<file path="config.mk">
export PLATFORM = sky130hd
export DESIGN_NAME = pll_rate_ctrl
export DESIGN_NICKNAME = d
export VERILOG_FILES = /design/src/rtl/pll_rate_ctrl.sv
export SDC_FILE = /design/constraint.sdc
export NUM_CORES = 1
export LEC_CHECK = 0
export ABC_AREA = 1
export BUFFER_PORTS_ARGS = -buffer_cell sky130_fd_sc_hd__buf_2
export CORE_AREA = 2 2 63 65
export CTS_CLUSTER_SIZE = 8
export DETAILED_ROUTE_END_ITERATION = 8
export DIE_AREA = 0 0 65 67
export GPL_TIMING_DRIVEN = 0
export PLACE_DENSITY = 0.88
export REMOVE_ABC_BUFFERS = 1
export SKIP_LAST_GASP = 1
export SLEW_MARGIN = 40
export SYNTH_ARGS = -nofsm -noshare
export SYNTH_HDL_FRONTEND = slang
export SYNTH_SLANG_ARGS = --single-unit
</file>
<file path="constraint.sdc">
create_clock -name clkin -period 2.16 [get_ports clkin]
set_input_delay 0.108 -clock clkin [delete_from_list [all_inputs] [get_ports clkin]]
set_output_delay 0.108 -clock clkin [all_outputs]
set_load 0.02 [all_outputs]
</file>
<file path="src/rtl/pll_rate_ctrl.sv">
// PLL dynamic-reconfiguration sequencer for the audio rate families: programs the
// divider selects, pulses PLL reset, supervises lock with bounded retries, sticky FAIL.
module pll_rate_ctrl #(
   parameter int RESET_CYCLES  = 32,
   parameter int LOCK_TIMEOUT  = 27000,
   parameter int SETTLE_CYCLES = 256,
   parameter int MAX_RETRY     = 3
) (
   input  logic       clkin,
   input  logic       reset,
   input  logic [1:0] rate_sel,
   input  logic       req,
   input  logic       lock,
   output logic       pll_reset,
   output logic [5:0] idsel,
   output logic [5:0] fbdsel,
   output logic [5:0] odsel,
   output logic       busy,
   output logic       clk_ok,
   output logic       audio_rst,
   output logic       err,
   output logic [1:0] cur_rate
);

   localparam int MAX_AB  = (RESET_CYCLES > LOCK_TIMEOUT) ? RESET_CYCLES : LOCK_TIMEOUT;
   localparam int MAX_CNT = (MAX_AB > SETTLE_CYCLES) ? MAX_AB : SETTLE_CYCLES;
   localparam int CNT_W   = $clog2(MAX_CNT + 1);
   localparam int RTY_W   = $clog2(MAX_RETRY + 1);

   localparam logic [CNT_W-1:0] RST_LAST    = CNT_W'(RESET_CYCLES - 1);
   localparam logic [CNT_W-1:0] TMO_LAST    = CNT_W'(LOCK_TIMEOUT - 1);
   localparam logic [CNT_W-1:0] SETTLE_LAST = CNT_W'(SETTLE_CYCLES - 1);
   localparam logic [RTY_W-1:0] RTY_LIMIT   = RTY_W'(MAX_RETRY);

   typedef enum logic [2:0] {
      APPLY     = 3'd0,
      WAIT_LOCK = 3'd1,
      SETTLE    = 3'd2,
      RUN       = 3'd3,
      FAIL      = 3'd4
   } state_t;

   state_t           state_r;
   state_t           state_s;
   logic [CNT_W-1:0] cnt_r;
   logic [CNT_W-1:0] cnt_s;
   logic [CNT_W-1:0] cnt_inc_s;
   logic [RTY_W-1:0] retry_r;
   logic [RTY_W-1:0] retry_s;
   logic [RTY_W-1:0] retry_inc_s;
   logic             retry_last_s;
   logic [1:0]       target_r;
   logic [1:0]       target_s;
   logic             lock_meta_r;
   logic             lock_sync_r;
   logic             req_ok_s;
   logic             enter_apply_s;

   // Returns {idsel, fbdsel, odsel}; the PLL wants the I/FB divider selects inverted.
   function automatic logic [17:0] div_sel(input logic [1:0] rate);
      logic [5:0] idiv;
      logic [5:0] fbdiv;
      logic [5:0] odiv;
      case (rate)
         2'd0:    begin idiv = 6'd0; fbdiv = 6'd15; odiv = 6'h3E; end
         2'd1:    begin idiv = 6'd4; fbdiv = 6'd48; odiv = 6'h3C; end
         2'd2:    begin idiv = 6'd2; fbdiv = 6'd31; odiv = 6'h38; end
         default: begin idiv = 6'd0; fbdiv = 6'd15; odiv = 6'h3E; end
      endcase
      return {~idiv, ~fbdiv, odiv};
   endfunction

   assign cnt_inc_s    = (cnt_r == {CNT_W{1'b1}}) ? cnt_r : cnt_r + CNT_W'(1);
   assign retry_inc_s  = (retry_r == {RTY_W{1'b1}}) ? retry_r : retry_r + RTY_W'(1);
   assign retry_last_s = (retry_inc_s == RTY_LIMIT);

   // Requests are honoured only from a settled state; a same-rate request in RUN is a no-op.
   assign req_ok_s = req && (rate_sel != 2'd3) &&
                     (((state_r == RUN) && (rate_sel != cur_rate)) || (state_r == FAIL));

   assign enter_apply_s = (state_s == APPLY) && (state_r != APPLY);

   // Two-flop synchroniser for the asynchronous PLL lock.
   always_ff @(posedge clkin) begin
      if (reset) begin
         lock_meta_r <= 1'b0;
         lock_sync_r <= 1'b0;
      end else begin
         lock_meta_r <= lock;
         lock_sync_r <= lock_meta_r;
      end
   end

   // Next-state, counter and retry logic.
   always_comb begin
      state_s  = state_r;
      cnt_s    = cnt_r;
      retry_s  = retry_r;
      target_s = target_r;
      if (req_ok_s) begin
         state_s  = APPLY;
         cnt_s    = {CNT_W{1'b0}};
         retry_s  = {RTY_W{1'b0}};
         target_s = rate_sel;
      end else begin
         case (state_r)
            APPLY: begin
               if (cnt_r == RST_LAST) begin
                  state_s = WAIT_LOCK;
                  cnt_s   = {CNT_W{1'b0}};
               end else begin
                  cnt_s = cnt_inc_s;
               end
            end
            WAIT_LOCK: begin
               if (lock_sync_r) begin
                  state_s = SETTLE;
                  cnt_s   = {CNT_W{1'b0}};
               end else if (cnt_r == TMO_LAST) begin
                  retry_s = retry_inc_s;
                  cnt_s   = {CNT_W{1'b0}};
                  state_s = retry_last_s ? FAIL : APPLY;
               end else begin
                  cnt_s = cnt_inc_s;
               end
            end
            SETTLE: begin
               if (!lock_sync_r) begin
                  retry_s = retry_inc_s;
                  cnt_s   = {CNT_W{1'b0}};
                  state_s = retry_last_s ? FAIL : APPLY;
               end else if (cnt_r == SETTLE_LAST) begin
                  state_s = RUN;
                  cnt_s   = {CNT_W{1'b0}};
               end else begin
                  cnt_s = cnt_inc_s;
               end
            end
            RUN: begin
               if (!lock_sync_r) begin
                  state_s = APPLY;
                  cnt_s   = {CNT_W{1'b0}};
                  retry_s = {RTY_W{1'b0}};
               end else begin
                  state_s = RUN;
               end
            end
            FAIL: begin
               state_s = FAIL;
            end
            default: begin
               state_s = APPLY;
               cnt_s   = {CNT_W{1'b0}};
            end
         endcase
      end
   end

   // Sequencer state registers.
   always_ff @(posedge clkin) begin
      if (reset) begin
         state_r  <= APPLY;
         cnt_r    <= {CNT_W{1'b0}};
         retry_r  <= {RTY_W{1'b0}};
         target_r <= 2'd0;
      end else begin
         state_r  <= state_s;
         cnt_r    <= cnt_s;
         retry_r  <= retry_s;
         target_r <= target_s;
      end
   end

   // Outputs registered from the next state so they line up with the state register.
   always_ff @(posedge clkin) begin
      if (reset) begin
         pll_reset               <= 1'b1;
         busy                    <= 1'b1;
         clk_ok                  <= 1'b0;
         audio_rst               <= 1'b1;
         err                     <= 1'b0;
         cur_rate                <= 2'd0;
         {idsel, fbdsel, odsel}  <= div_sel(2'd0);
      end else begin
         pll_reset <= (state_s == APPLY) || (state_s == FAIL);
         busy      <= (state_s == APPLY) || (state_s == WAIT_LOCK) || (state_s == SETTLE);
         clk_ok    <= (state_s == RUN);
         audio_rst <= (state_s != RUN);
         err       <= (state_s == FAIL);
         if (enter_apply_s) begin
            cur_rate               <= target_s;
            {idsel, fbdsel, odsel} <= div_sel(target_s);
         end else begin
            cur_rate               <= cur_rate;
            {idsel, fbdsel, odsel} <= {idsel, fbdsel, odsel};
         end
      end
   end

endmodule
</file>
# Word level (Yosys, flattened, before mapping)
# Index checks and enable logic that the tools add are counted.
op_classes:
  eq_ne: 23
  reduce_logical: 15
  n_mux: 31
  bitwise_logic: 3
  addsub: 2
ops:
  columns: ["op", "n"]
  rows:
  - ["two-way mux 15 bit", 7]
  - ["case mux 15 bit (5 select lines)", 1]
  - ["equality test 15 bit, second input constant", 2]
  - ["two-way mux 6 bit", 4]
  - ["two-way mux 3 bit", 7]
  - ["adder 15 x 1 -> 15 bit, second input constant", 1]
  - ["equality test 15 x 5 -> 1 bit, second input constant", 1]
  - ["equality test 15 x 8 -> 1 bit, second input constant", 1]
  - ["case mux 3 bit (5 select lines)", 1]
  - ["two-way mux 2 bit", 7]
  - ["equality test 3 x 2 -> 1 bit, second input constant", 4]
  - ["inverter 6 bit", 2]
  - ["case mux 3 bit (2 select lines)", 2]
  - ["case mux 6 bit (2 select lines)", 1]
  - ["!= test 2 bit, second input constant", 5]
  - ["equality test 2 bit, second input constant", 3]
  - ["equality test 3 x 1 -> 1 bit, second input constant", 2]
  - ["equality test 3 bit, second input constant", 2]
  - ["zero test 3 bit", 2]
  - ["case mux 2 bit (3 select lines)", 1]
  - ["nonzero test 3 bit", 2]
  - ["AND reduction 5 bit", 1]
  - ["logical AND 1 bit", 4]
  - ["logical OR 1 bit", 4]
  - ["7 further kinds", 7]
word_totals:
  reg_bits: 49
  elab_cells: 89
  output_inout_bits: 25

# Longest topological paths before layout
# Gate-level depths: netlist of run 1.
depth:
  word_depth: 13
  ltp_mapped: 16

# Worst setup path before layout of run 1
# Ideal clock, no wire load.
synth_path:
  path_kind: "flip-flop to flip-flop"
  startpoint: "reg cur_rate[0]"
  endpoint: "reg fbdsel[3]"
  t_arrival_ns: 1.585
  stages_incl_launch_ff: 17
  path_buffers: 0
  required_time_ns: 2.047
  slack_ns: 0.462
  path_cell_list: "dfxtp_1 > inv_1 > nand2_1 > nand2_1 > nand2_1 > nand2_1 > nand2_1 > nand2_2 > inv_2 > nand2_1 > o21ai_2 > inv_1 > ha_1 > inv_1 > nand3_1 > nand2_1 > nor2_1"
synth_via:
  elab_chain_len: 10
  word_cells_on_any_way: 14
synth_lines:
  columns: ["item", "line", "rtl"]
  rows:
  - ["start: declaration", "22", "output logic [1:0] cur_rate"]
  - ["start signal: assignment", "191", "cur_rate <= target_s;"]
  - ["start signal: assignment", "194", "cur_rate <= cur_rate;"]
  - ["!= test 2 bit (*)", "79", "(((state_r == RUN) && (rate_sel != cur_rate)) || (state_r == FAIL));"]
  - ["logical AND 1 bit (*)", "79", null]
  - ["logical OR 1 bit (*)", "79", null]
  - ["logical AND 1 bit (*)", "78", "assign req_ok_s = req && (rate_sel != 2'd3) &&"]
  - ["two-way mux 2 bit (*)", "100", "if (req_ok_s) begin"]
  - ["via target_s[0]", "53", "logic [1:0] target_s;"]
  - ["equality test 2 bit or equality test 2 x 1 -> 1 bit (tied branches)", "64", "case (rate)"]
  - ["case mux 6 bit (2 select lines) (*)", "64", null]
  - ["two-way mux 6 bit (*)", "190", "if (enter_apply_s) begin"]
  - ["two-way mux 6 bit (*)", "176", "if (reset) begin"]
  - ["inverter 6 bit (*)", "70", "return {~idiv, ~fbdiv, odiv};"]
  - ["end signal: assignment", "183", "{idsel, fbdsel, odsel} <= div_sel(2'd0);"]
  - ["end signal: assignment", "192", "{idsel, fbdsel, odsel} <= div_sel(target_s);"]
  - ["end signal: assignment", "195", "{idsel, fbdsel, odsel} <= {idsel, fbdsel, odsel};"]
  - ["end: declaration", "16", "output logic [5:0] fbdsel,"]
# Mark *: on every way through the listed nets, which the timed path passes. The rest lies on a longest branch. The select of a mux whose other input is x is not followed.
# A chain may end at the register's enable or synchronous reset.

# Final worst setup path of run 1
layout_path:
  startpoint: "reg state_r[1]"
  endpoint: "reg fbdsel[3]"
layout_via:
  elab_chain_len: 10
  word_cells_on_any_way: 25
layout_lines:
  columns: ["item", "line", "rtl"]
  rows:
  - ["start: declaration", "43", "state_t state_r;"]
  - ["start signal: assignment", "167", "state_r <= state_s;"]
  - ["equality test 3 x 2 -> 1 bit", "79", null]
  - ["logical AND 1 bit", "79", null]
  - ["logical OR 1 bit (*)", "79", null]
  - ["logical AND 1 bit (*)", "78", null]
  - ["two-way mux 2 bit (*)", "100", null]
  - ["via target_s[0]", "53", null]
  - ["equality test 2 bit or equality test 2 x 1 -> 1 bit (tied branches)", "64", null]
  - ["case mux 6 bit (2 select lines) (*)", "64", null]
  - ["two-way mux 6 bit (*)", "190", null]
  - ["two-way mux 6 bit (*)", "176", null]
  - ["inverter 6 bit (*)", "70", null]
# Marked as above.

==> results.md, run 1 <==
* Cell Area, Synth at 0.00200 mm2
* Die X-Extent at 65 um
* Die area at 0.00436 mm2
* DRT iter0 DRCs at 90
* Synth Register Bits at 35
* Ant diodes at 0
* RSZ-0062 raised after global routing: no
* Die height at 67 um
* Clk pwr share at 0.395
* Dominant cell type by area after synthesis: dfxtp_1
* First-pass GRT wire length at 6310 um
* Starting Density at 0.554
* Achievable Freq at 516 MHz
* Cts bufs inserted at 5
* Vias at 1719
* Number of H-tree levels at 2
* Number of global-route vias before repair at 1547
* Skew-Pair Late Insertion Delay at 0.29 ns
* Hold Crit Class: in2reg
* CTS root buffer: clkbuf_8
* Placed Area at 0.00206 mm2
* # DRC at 0
* Ratio of cells with drive above 1 in the final layout at 0.238
* Core Box Area at 0.00361 mm2
* Mean area per synthesized cell at 6.85 um2
* Clk pin slew, worst setup/hold paths at 0.07 ns
* CTS tree: done
* CTS hold repair buffers at 0
* Static leakage power at 0.985 nW
* Via density at 4.79
* Core Rows at 22
* Worst EP required at 2.35 ns
* HPWL Detailed at 2880 um
* Pwr Density at 546 mW/mm2
* Sequential power share at 0.559
* Post-DRT Antenna Nets at 0
* Fraction of registers with async set/reset at 0
* Initial antenna violation count at 0
* Most frequent cell after synthesis: nand2_1
* Largest net degree at the start of global routing at 13
* Ys Warns at 0
* Critical Path Fanout Max at 7
* Peak VDD IR at 0.351 mV
* Hold Violations, Final at 0
* Yosys cell types at 35
* Post-CTS sizing at 0
* Most frequent cells after synthesis: nand2_1, nor2_1, dfxtp_1
* Final Core Density at 0.596
* Fin crit period at 1.94 ns
* Crit end category: register
* Final instance area at 0.00215 mm2
* Seq/Total Area, Yosys at 0.350
* CP arrival at 2.13 ns
* Skew final at 0.00622 ns
* WS Path Type: reg2reg
* Layout Nets at 320
* Layout area overhead at 7.51%
* Worst setup margin at 0.222 ns
* Yosys top cell area share at 0.350
* Fin. max-slew vios at 0
* Post-CTS Repair Setup Buffers at 0
* FF/Latch Area at 701 um2
* WL final at 3670 um
* Synth area leaders: dfxtp_1, nand2_1, nor2_1, buf_4, inv_1
* TNS Setup at 0 ns
* Longest Clk Path Bufs at 2
* Grt ovf at 0
* Logic pwr share at 0.046
* Internal at 0.000891 W
* Post-place setup slack at 0.244 ns
* First-pass DRT Iterations at 4
* Multi-input logic area at 0.00103 mm2
* Crit start category: register
* Syn Inst Count at 292
* Status: finished clean
* Non-filler cells, final at 359
* Ratio of final minimum period to clock period at 0.897
* Cells after DPL at 351
* Total track usage at 0.190
* Fillcell total at 341
* Port buffer count at 22
* Sink Count at 35
* NetSw at 0.000284 W
* # IOs at 31
* Switching Fraction at 0.241
* Most common flop cell mapped by yosys: dfxtp_1
* Routed len/inst at 10.2 um
* Final setup fails at 0
* # Max-Cap Violations at 0
* GP Congestion at 0.819
* Post-synth EDFFs at 0
==> area by class of cell <==
type,count,area share
Clock buffer,5,0.0320
Clock inverter,3,0.00931
Inverter,42,0.0733
Multi-Input combinational cell,204,0.480
Sequential cell,35,0.326
Tap cell,48,0.0279
Timing Repair Buffer,22,0.0512
==> layer usage <==
| layer | global-route usage | routed length (um) | vias up |
|---|---|---|---|
| met5 | 0 | 0 | - |
| met4 | 0.0771 | 55 | 0 |
| met3 | 0.0524 | 170 | 5 |
| met2 | 0.351 | 1860 | 34 |
| met1 | 0.203 | 1580 | 767 |
| li1 | - | - | 913 |
==> through the flow <==
step           total power, W  hold WS, ns
3_5_place_dp         0.000725        0.315
4_1_cts               0.00119      0.00865
2_1_floorplan        0.000709        0.179
3_3_place_gp         0.000723        0.312
5_1_grt               0.00122       0.0323
6_report              0.00117       0.0187
==> flip-flops by register name (all words and copies together) (netlist names) <==
name,count
busy,1
idsel,1
pll_reset,1
err,1
audio_rst,1
retry_r,2
lock_sync_r,1
clk_ok,1
cnt_r,15
state_r,3
odsel,2
target_r,2
fbdsel,1
lock_meta_r,1
cur_rate,2
==> kinds of logic (layout without fill, tap and decap cells) <==
| group | count (synthesis) | count (layout) | synth area share |
|---|---|---|---|
| other cells | 2 | 8 | 0.00376 |
| fa+ha+maj | 4 | 4 | 0.0250 |
| buf+inv | 59 | 72 | 0.145 |
| compound gates | 23 | 23 | 0.0751 |
| flops | 35 | 35 | 0.350 |
| simple gates | 166 | 166 | 0.388 |
| xor+xnor | 3 | 3 | 0.0131 |
==> critical path, stage by stage (launching register included) <==
cell and delay (ns):
dfxtp_1 0.41, inv_2 0.05, nor3_2 0.25, nand2_1 0.08
nand2_1 0.07, nand2_2 0.11, inv_2 0.15, nand2_1 0.08
o21ai_2 0.10, inv_1 0.10, ha_1 0.20, inv_1 0.05
nand3_1 0.07, nand2_1 0.07, nor2_1 0.04
==> cells in the final DEF (no fill, tap or decap), types with 2 or more instances in the layout <==
master,instances
clkinvlp_4,2
clkinv_1,2
a21oi_1,7
dfxtp_1,35
o21bai_1,2
nand4_1,2
nand2_1,68
o21ai_0,4
xor2_1,3
nor2_1,48
inv_2,12
conb_1,8
buf_2,22
inv_1,28
nor3_1,2
nor2_2,6
nand2_2,10
a31oi_1,2
o21ai_2,3
nor2_4,3
ha_1,4
nor3_2,4
nand3_1,17
clkbuf_8,5
==> power by group through the flow <==
| stage | Clock [W] | Sequential, W | Combinational [W] |
|---|---|---|---|
| final | 0.000464 | 0.000656 | 0.0000539 |
| after global routing | 0.000504 | 0.000657 | 0.0000611 |
| after detailed placement | 0 | 0.000671 | 0.0000539 |
| after floorplan | 0 | 0.000670 | 0.0000391 |
| after CTS | 0.000479 | 0.000656 | 0.0000541 |
| after global placement | 0 | 0.000671 | 0.0000521 |
==> path summary, 6_finish.rpt <==
path / start / to / slack [ns] / depth (start not counted)
max: state_r[1] / fbdsel[3] / 0.22 / 14
min: lock / lock_meta_r / 0.02 / 3
max reg2reg: state_r[1] / fbdsel[3] / 0.22 / 14
min reg2reg: lock_meta_r / lock_sync_r / 0.41 / 2
(Power assumes the default switching activity.)
==> run 2, diff against run 1 <==
--- a/config.mk
+++ b/config.mk
@@ -7,12 +7,13 @@
 export LEC_CHECK = 0
 export ABC_AREA = 1
 export BUFFER_PORTS_ARGS = -buffer_cell sky130_fd_sc_hd__buf_2
-export CORE_AREA = 2 2 63 65
+export CORE_AREA = 2 2 62 64
+export CTS_BUF_LIST = sky130_fd_sc_hd__clkbuf_2
 export CTS_CLUSTER_SIZE = 8
 export DETAILED_ROUTE_END_ITERATION = 8
-export DIE_AREA = 0 0 65 67
+export DIE_AREA = 0 0 64 66
 export GPL_TIMING_DRIVEN = 0
-export PLACE_DENSITY = 0.88
+export PLACE_DENSITY = 0.9
 export REMOVE_ABC_BUFFERS = 1
 export SKIP_LAST_GASP = 1
 export SLEW_MARGIN = 40
==> results.md, run 2 (synthesized netlist as in run 1, its figures left out) <==
* Starting Density at 0.563 (was 0.554)
* FF-to-FF End: cnt_r[5] (was fbdsel[3])
* Non-filler cells, final at 360 (was 359)
* Layout area overhead at 8.20% (was 7.51%)
* First-pass DRT Iterations at 4 (unchanged)
* Die area at 0.00422 mm2 (was 0.00436 mm2)
* TNS Setup at 0 ns (unchanged)
* Skew final at 0.0358 ns (was 0.00622 ns)
* RSZ-0062 raised after global routing: no (unchanged)
* Crit end category: register (unchanged)
* Static leakage power at 0.998 nW (was 0.985 nW)
* Max FFs per register at 15 (unchanged)
* Via density at 4.83 (was 4.79)
* R2r startpoint: cnt_r[0] (was state_r[1])
* Worst path top cell family by delay: simple AND/OR/NAND/NOR gates (unchanged)
* Sequential power share at 0.525 (was 0.559)
* Core Box Area at 0.00355 mm2 (was 0.00361 mm2)
* Worst path max stage delay at 0.43 ns (was 0.41 ns)
* Post-place setup slack at 0.266 ns (was 0.244 ns)
* Worst hold slack at 0.0193 ns (was 0.0187 ns)
* Post-CTS sizing at 0 (unchanged)
* Hold path depth at 2 (was 3)
* NetSw at 0.000272 W (was 0.000284 W)
* Sink Count at 35 (unchanged)
* Core Rows at 22 (unchanged)
* FF/Latch Area at 701 um2 (unchanged)
* HPWL Detailed at 2980 um (was 2880 um)
* Fillcell total at 345 (was 341)
* FF-to-FF setup slack at 0.23 ns (was 0.22 ns)
* Hold EP: state_r[0] (was lock_meta_r)
* # IOs at 31 (unchanged)
* Initial antenna violation count at 0 (unchanged)
* Cells after DPL at 351 (unchanged)
* Logic pwr share at 0.044 (was 0.046)
* Achievable Freq at 519 MHz (was 516 MHz)
* DRT iter0 DRCs at 106 (was 90)
* Hold Crit Class: in2reg (unchanged)
* Critical Path Fanout Max at 11 (was 7)
* Ant diodes at 0 (unchanged)
* # DRC at 0 (unchanged)
* Number of H-tree levels at 2 (unchanged)
* Ratio of final minimum period to clock period at 0.891 (was 0.897)
* CP arrival at 2.20 ns (was 2.13 ns)
* WS Path Type: reg2reg (unchanged)
* Post-DRT Antenna Nets at 0 (unchanged)
* # Max-Cap Violations at 0 (unchanged)
* WL final at 3820 um (was 3670 um)
* Biggest regs: cnt_r (15), state_r (3) (unchanged)
* Fin. max-slew vios at 0 (unchanged)
* Register name with the most flops: cnt_r (unchanged)
* Commonest non-fill, non-tap cells in the layout: nand2_1, nor2_1, dfxtp_1, inv_1, buf_2 (unchanged)
* Fin crit period at 1.93 ns (was 1.94 ns)
* First-pass GRT wire length at 6350 um (was 6310 um)
* CTS root buffer: clkbuf_2 (was clkbuf_8)
* Total track usage at 0.192 (was 0.190)
* Die height at 66 um (was 67 um)
* Placed Area at 0.00206 mm2 (unchanged)
* Pwr Density at 579 mW/mm2 (was 546 mW/mm2)
* Multi-input logic area at 0.00103 mm2 (unchanged)
* GP Congestion at 0.820 (was 0.819)
* Ratio of cells with drive above 1 in the final layout at 0.237 (was 0.238)
* Number of global-route vias before repair at 1479 (was 1547)
* Skew-Pair Late Insertion Delay at 0.39 ns (was 0.29 ns)
* Crit-path cells: ha_1 > nand2_1 > inv_2 > nand2_1 > nor2_1 > nand2_1 > nand2_1 > nand3_1 > nor2_1 > nor2_2 > inv_2 > nor3b_1 (was inv_2 > nor3_2 > nand2_1 > nand2_1 > nand2_2 > inv_2 > nand2_1 > o21ai_2 > inv_1 > ha_1 > inv_1 > nand3_1 > nand2_1 > nor2_1)
* Commonest non-fill, non-tap cell in the layout: nand2_1 (unchanged)
* Register-to-Register Path Depth at 12 (was 14)
* Clk pin slew, worst setup/hold paths at 0.21 ns (was 0.07 ns)
* Crit path top cell by count: nand2_1 (unchanged)
* CP max-delay cell: dfxtp_1 (unchanged)
* Critical Path Stages at 12 (was 14)
* Longest Clk Path Bufs at 2 (unchanged)
* Largest net degree at the start of global routing at 13 (unchanged)
* Switching Fraction at 0.217 (was 0.241)
* Vias at 1738 (was 1719)
* Buf+Inv Stages, Crit Path at 2 (was 4)
* Die X-Extent at 64 um (was 65 um)
* Cts bufs inserted at 5 (unchanged)
* Status: finished clean (unchanged)
* Worst EP required at 2.43 ns (was 2.35 ns)
* CTS tree: done (unchanged)
* Port buffer count at 22 (unchanged)
* Internal at 0.000981 W (was 0.000891 W)
* Worst hold start: reset (was lock)
* Routed len/inst at 10.6 um (was 10.2 um)
* Layout Nets at 321 (was 320)
* Hold Violations, Final at 0 (unchanged)
* Final instance area at 0.00216 mm2 (was 0.00215 mm2)
* Final setup fails at 0 (unchanged)
* Peak VDD IR at 0.348 mV (was 0.351 mV)
* Crit start category: register (unchanged)
* Grt ovf at 0 (unchanged)
* Worst setup margin at 0.235 ns (was 0.222 ns)
* Clk pwr share at 0.430 (was 0.395)
==> run 2: layer usage <==
metal | wire, um | global-route usage | part of all wire
met5 | 0 | 0 | 0
met4 | 48 | 0.0815 | 0.013
met3 | 167 | 0.0358 | 0.044
met2 | 1950 | 0.350 | 0.51
met1 | 1660 | 0.218 | 0.43
==> run 2: worst max path at each step <==
| stage | from | slack [ns] | to |
|---|---|---|---|
| after floorplan | cur_rate[0] | 0.46 | fbdsel[3] |
| after global routing | state_r[1] | 0.05 | fbdsel[3] |
| after CTS | state_r[1] | 0.23 | fbdsel[3] |
| final | cnt_r[0] | 0.23 | cnt_r[5] |
| after detailed placement | state_r[1] | 0.27 | fbdsel[3] |
| after global placement | state_r[1] | 0.29 | fbdsel[3] |
==> run 2: power groups by stage <==
stage	Sequential [W]	Clock (W)	Combinational, W
3_5_place_dp	0.000671	0	0.0000539
6_report	0.000658	0.000539	0.0000554
3_3_place_gp	0.000671	0	0.0000521
5_1_grt	0.000660	0.000582	0.0000613
2_1_floorplan	0.000670	0	0.0000391
4_1_cts	0.000658	0.000549	0.0000555
==> run 2: per-stage QoR <==
stage	total power, W	util
2_1_floorplan	0.000709	-
5_1_grt	0.00130	0.609
4_1_cts	0.00126	0.609
3_5_place_dp	0.000725	0.580
6_report	0.00125	0.609
3_3_place_gp	0.000723	0.580
==> run 2: repair_timing <==
action,4_1_cts,5_1_grt
buffers inserted,0,0
hold endpoints to repair,1,0
hold buffers,1,0
==> run 2: layout make-up <==
| cell class | count | share of cell area |
|---|---|---|
| Clock buffer | 5 | 0.0116 |
| Clock inverter | 3 | 0.0312 |
| Inverter | 42 | 0.0729 |
| Multi-Input combinational cell | 204 | 0.477 |
| Sequential cell | 35 | 0.324 |
| Tap cell | 48 | 0.0278 |
| Timing Repair Buffer | 23 | 0.0555 |
==> run 3, diff against run 2 <==
==> constraint.sdc (replaced) <==
create_clock -name clkin -period 2.16 [get_ports clkin]
set_input_delay 0.216 -clock clkin [delete_from_list [all_inputs] [get_ports clkin]]
set_output_delay 0.216 -clock clkin [all_outputs]
set_load 0.02 [all_outputs]
==> results.md, run 3 (synthesized netlist as in run 1, its figures left out) <==
* Largest net degree at the start of global routing at 13 (unchanged)
* R2r startpoint: cnt_r[0] (unchanged)
* Hold Violations, Final at 0 (unchanged)
* CP arrival at 2.20 ns (about the same)
* Commonest non-fill, non-tap cell in the layout: nand2_1 (unchanged)
* Total track usage at 0.191 (was 0.192)
* Fillcell total at 346 (was 345)
* Initial antenna violation count at 0 (unchanged)
* # Max-Cap Violations at 0 (unchanged)
* Core Box Area at 0.00355 mm2 (unchanged)
* Final setup fails at 0 (unchanged)
* Layout Nets at 320 (was 321)
* Post-CTS Repair Setup Buffers at 0 (unchanged)
* Register name with the most flops: cnt_r (unchanged)
* Skew final at 0.0358 ns (unchanged)
* Final instance area at 0.00215 mm2 (was 0.00216 mm2)
* Die X-Extent at 64 um (unchanged)
* First-pass DRT Iterations at 4 (unchanged)
* Critical Path Fanout Max at 11 (unchanged)
* Static leakage power at 0.994 nW (was 0.998 nW)
* Crit end category: register (unchanged)
* Vias at 1734 (was 1738)
* Placed Area at 0.00206 mm2 (unchanged)
* NetSw at 0.000271 W (was 0.000272 W)
* Max FFs per register at 15 (unchanged)
* # DRC at 0 (unchanged)
* Die height at 66 um (unchanged)
* Pwr Density at 581 mW/mm2 (was 579 mW/mm2)
* Clk pwr share at 0.431 (was 0.430)
* Via density at 4.83 (about the same)
* # IOs at 31 (unchanged)
* DRT iter0 DRCs at 117 (was 106)
* Fin. max-slew vios at 0 (unchanged)
* Post-CTS sizing at 0 (unchanged)
* Logic pwr share at 0.043 (was 0.044)
* Layout area overhead at 7.70% (was 8.20%)
* Clk pin slew, worst setup/hold paths at 0.19 ns (was 0.21 ns)
* Number of H-tree levels at 2 (unchanged)
* Worst hold start: lock (was reset)
* Skew-Pair Late Insertion Delay at 0.39 ns (about the same)
* Met3 WL at 169 um (was 167 um)
* Port buffer count at 22 (unchanged)
* Internal at 0.000980 W (was 0.000981 W)
* Longest Clk Path Bufs at 2 (unchanged)
* Met2 wire length at 1940 um (was 1950 um)
* Routed len/inst at 10.6 um (about the same)
* Status: finished clean (unchanged)
* Fin crit period at 1.93 ns (about the same)
* Ratio of cells with drive above 1 in the final layout at 0.238 (was 0.237)
* Number of global-route vias before repair at 1467 (was 1479)
* Grt ovf at 0 (unchanged)
* Core Rows at 22 (unchanged)
* Achievable Freq at 519 MHz (about the same)
* WS Path Type: reg2reg (unchanged)
* HPWL Detailed at 2980 um (unchanged)
* Post-DRT Antenna Nets at 0 (unchanged)
* Hold path depth at 3 (was 2)
* CTS root buffer: clkbuf_2 (unchanged)
* Switching Fraction at 0.217 (about the same)
* FF-to-FF setup slack at 0.23 ns (about the same)
* CTS hold repair buffers at 0 (was 1)
* GP Congestion at 0.820 (unchanged)
* Hold Crit Class: in2reg (unchanged)
* First-pass GRT wire length at 6330 um (was 6350 um)
* TNS Setup at 0 ns (unchanged)
* WL final at 3810 um (was 3820 um)
* DRT met1 WL at 1650 um (was 1660 um)
* Sink Count at 35 (unchanged)
* FF-to-FF End: cnt_r[5] (unchanged)
* Biggest regs: cnt_r (15), state_r (3) (unchanged)
* Final Core Density at 0.606 (was 0.609)
* Cts bufs inserted at 5 (unchanged)
* CTS tree: done (unchanged)
* Worst EP required at 2.43 ns (about the same)
* Highest Signal Layer: met4 (unchanged)
* Peak VDD IR at 0.348 mV (about the same)
* Register-to-Register Path Depth at 12 (unchanged)
* Sequential power share at 0.526 (was 0.525)
* Ratio of final minimum period to clock period at 0.891 (about the same)
* Crit start category: register (unchanged)
* Ant diodes at 0 (unchanged)
* RSZ-0062 raised after global routing: no (unchanged)
* Starting Density at 0.563 (unchanged)
* Commonest non-fill, non-tap cells in the layout: nand2_1, nor2_1, dfxtp_1, inv_1, buf_2 (unchanged)
* Die area at 0.00422 mm2 (unchanged)
* Hold EP: lock_meta_r (was state_r[0])
[run 3: critical path, cell delays in order, from the launching register on]
cell,delay [ns]
dfxtp_1,0.43
ha_1,0.20
nand2_1,0.10
inv_2,0.10
nand2_1,0.05
nor2_1,0.19
nand2_1,0.07
nand2_1,0.06
nand3_1,0.11
nor2_1,0.14
nor2_2,0.08
inv_2,0.19
nor3b_1,0.09
[run 3: per-stage QoR]
stage	std cells	worst slack (ns)	total power, W	hold slack, ns
global route	359	0.0523	0.00130	0.0326
CTS	359	0.234	0.00126	0.0261
finish	359	0.235	0.00125	0.0511
floorplan	281	0.459	0.000709	0.287
global placement	351	0.291	0.000723	0.391
detailed placement	351	0.266	0.000725	0.398
[run 3: how the worst max path moves through the flow]
| stage | from | end | depth (start not counted) |
|---|---|---|---|
| after floorplan | cur_rate[0] | fbdsel[3] | 16 |
| after global placement | state_r[1] | fbdsel[3] | 14 |
| after detailed placement | state_r[1] | fbdsel[3] | 14 |
| after CTS | state_r[1] | fbdsel[3] | 14 |
| after global routing | state_r[1] | fbdsel[3] | 14 |
| final | cnt_r[0] | cnt_r[5] | 12 |
[run 3: cell type report]
type | instances | area, um2 | share of cell area
clock buffers | 5 | 25.0 | 0.0116
clock inverters | 3 | 67.6 | 0.0314
inverters | 42 | 158 | 0.0732
multi-input cells | 204 | 1030 | 0.479
flip-flops and latches | 35 | 701 | 0.325
well taps | 48 | 60.1 | 0.0279
repair buffers | 22 | 110 | 0.0511
[run 3: layer usage]
layer / track usage / up-vias
li1: - / 909
met1: 0.218 / 785
met2: 0.348 / 35
met3: 0.0358 / 5
met4: 0.0815 / 0
met5: 0 / -
[run 3: power by group through the flow]
stage                     registers [W]  clock network (W)   logic, W
after floorplan                0.000670                  0  0.0000391
after global placement         0.000671                  0  0.0000521
after detailed placement       0.000671                  0  0.0000539
after CTS                      0.000658           0.000549  0.0000542
after global routing           0.000660           0.000582  0.0000598
final                          0.000658           0.000539  0.0000541
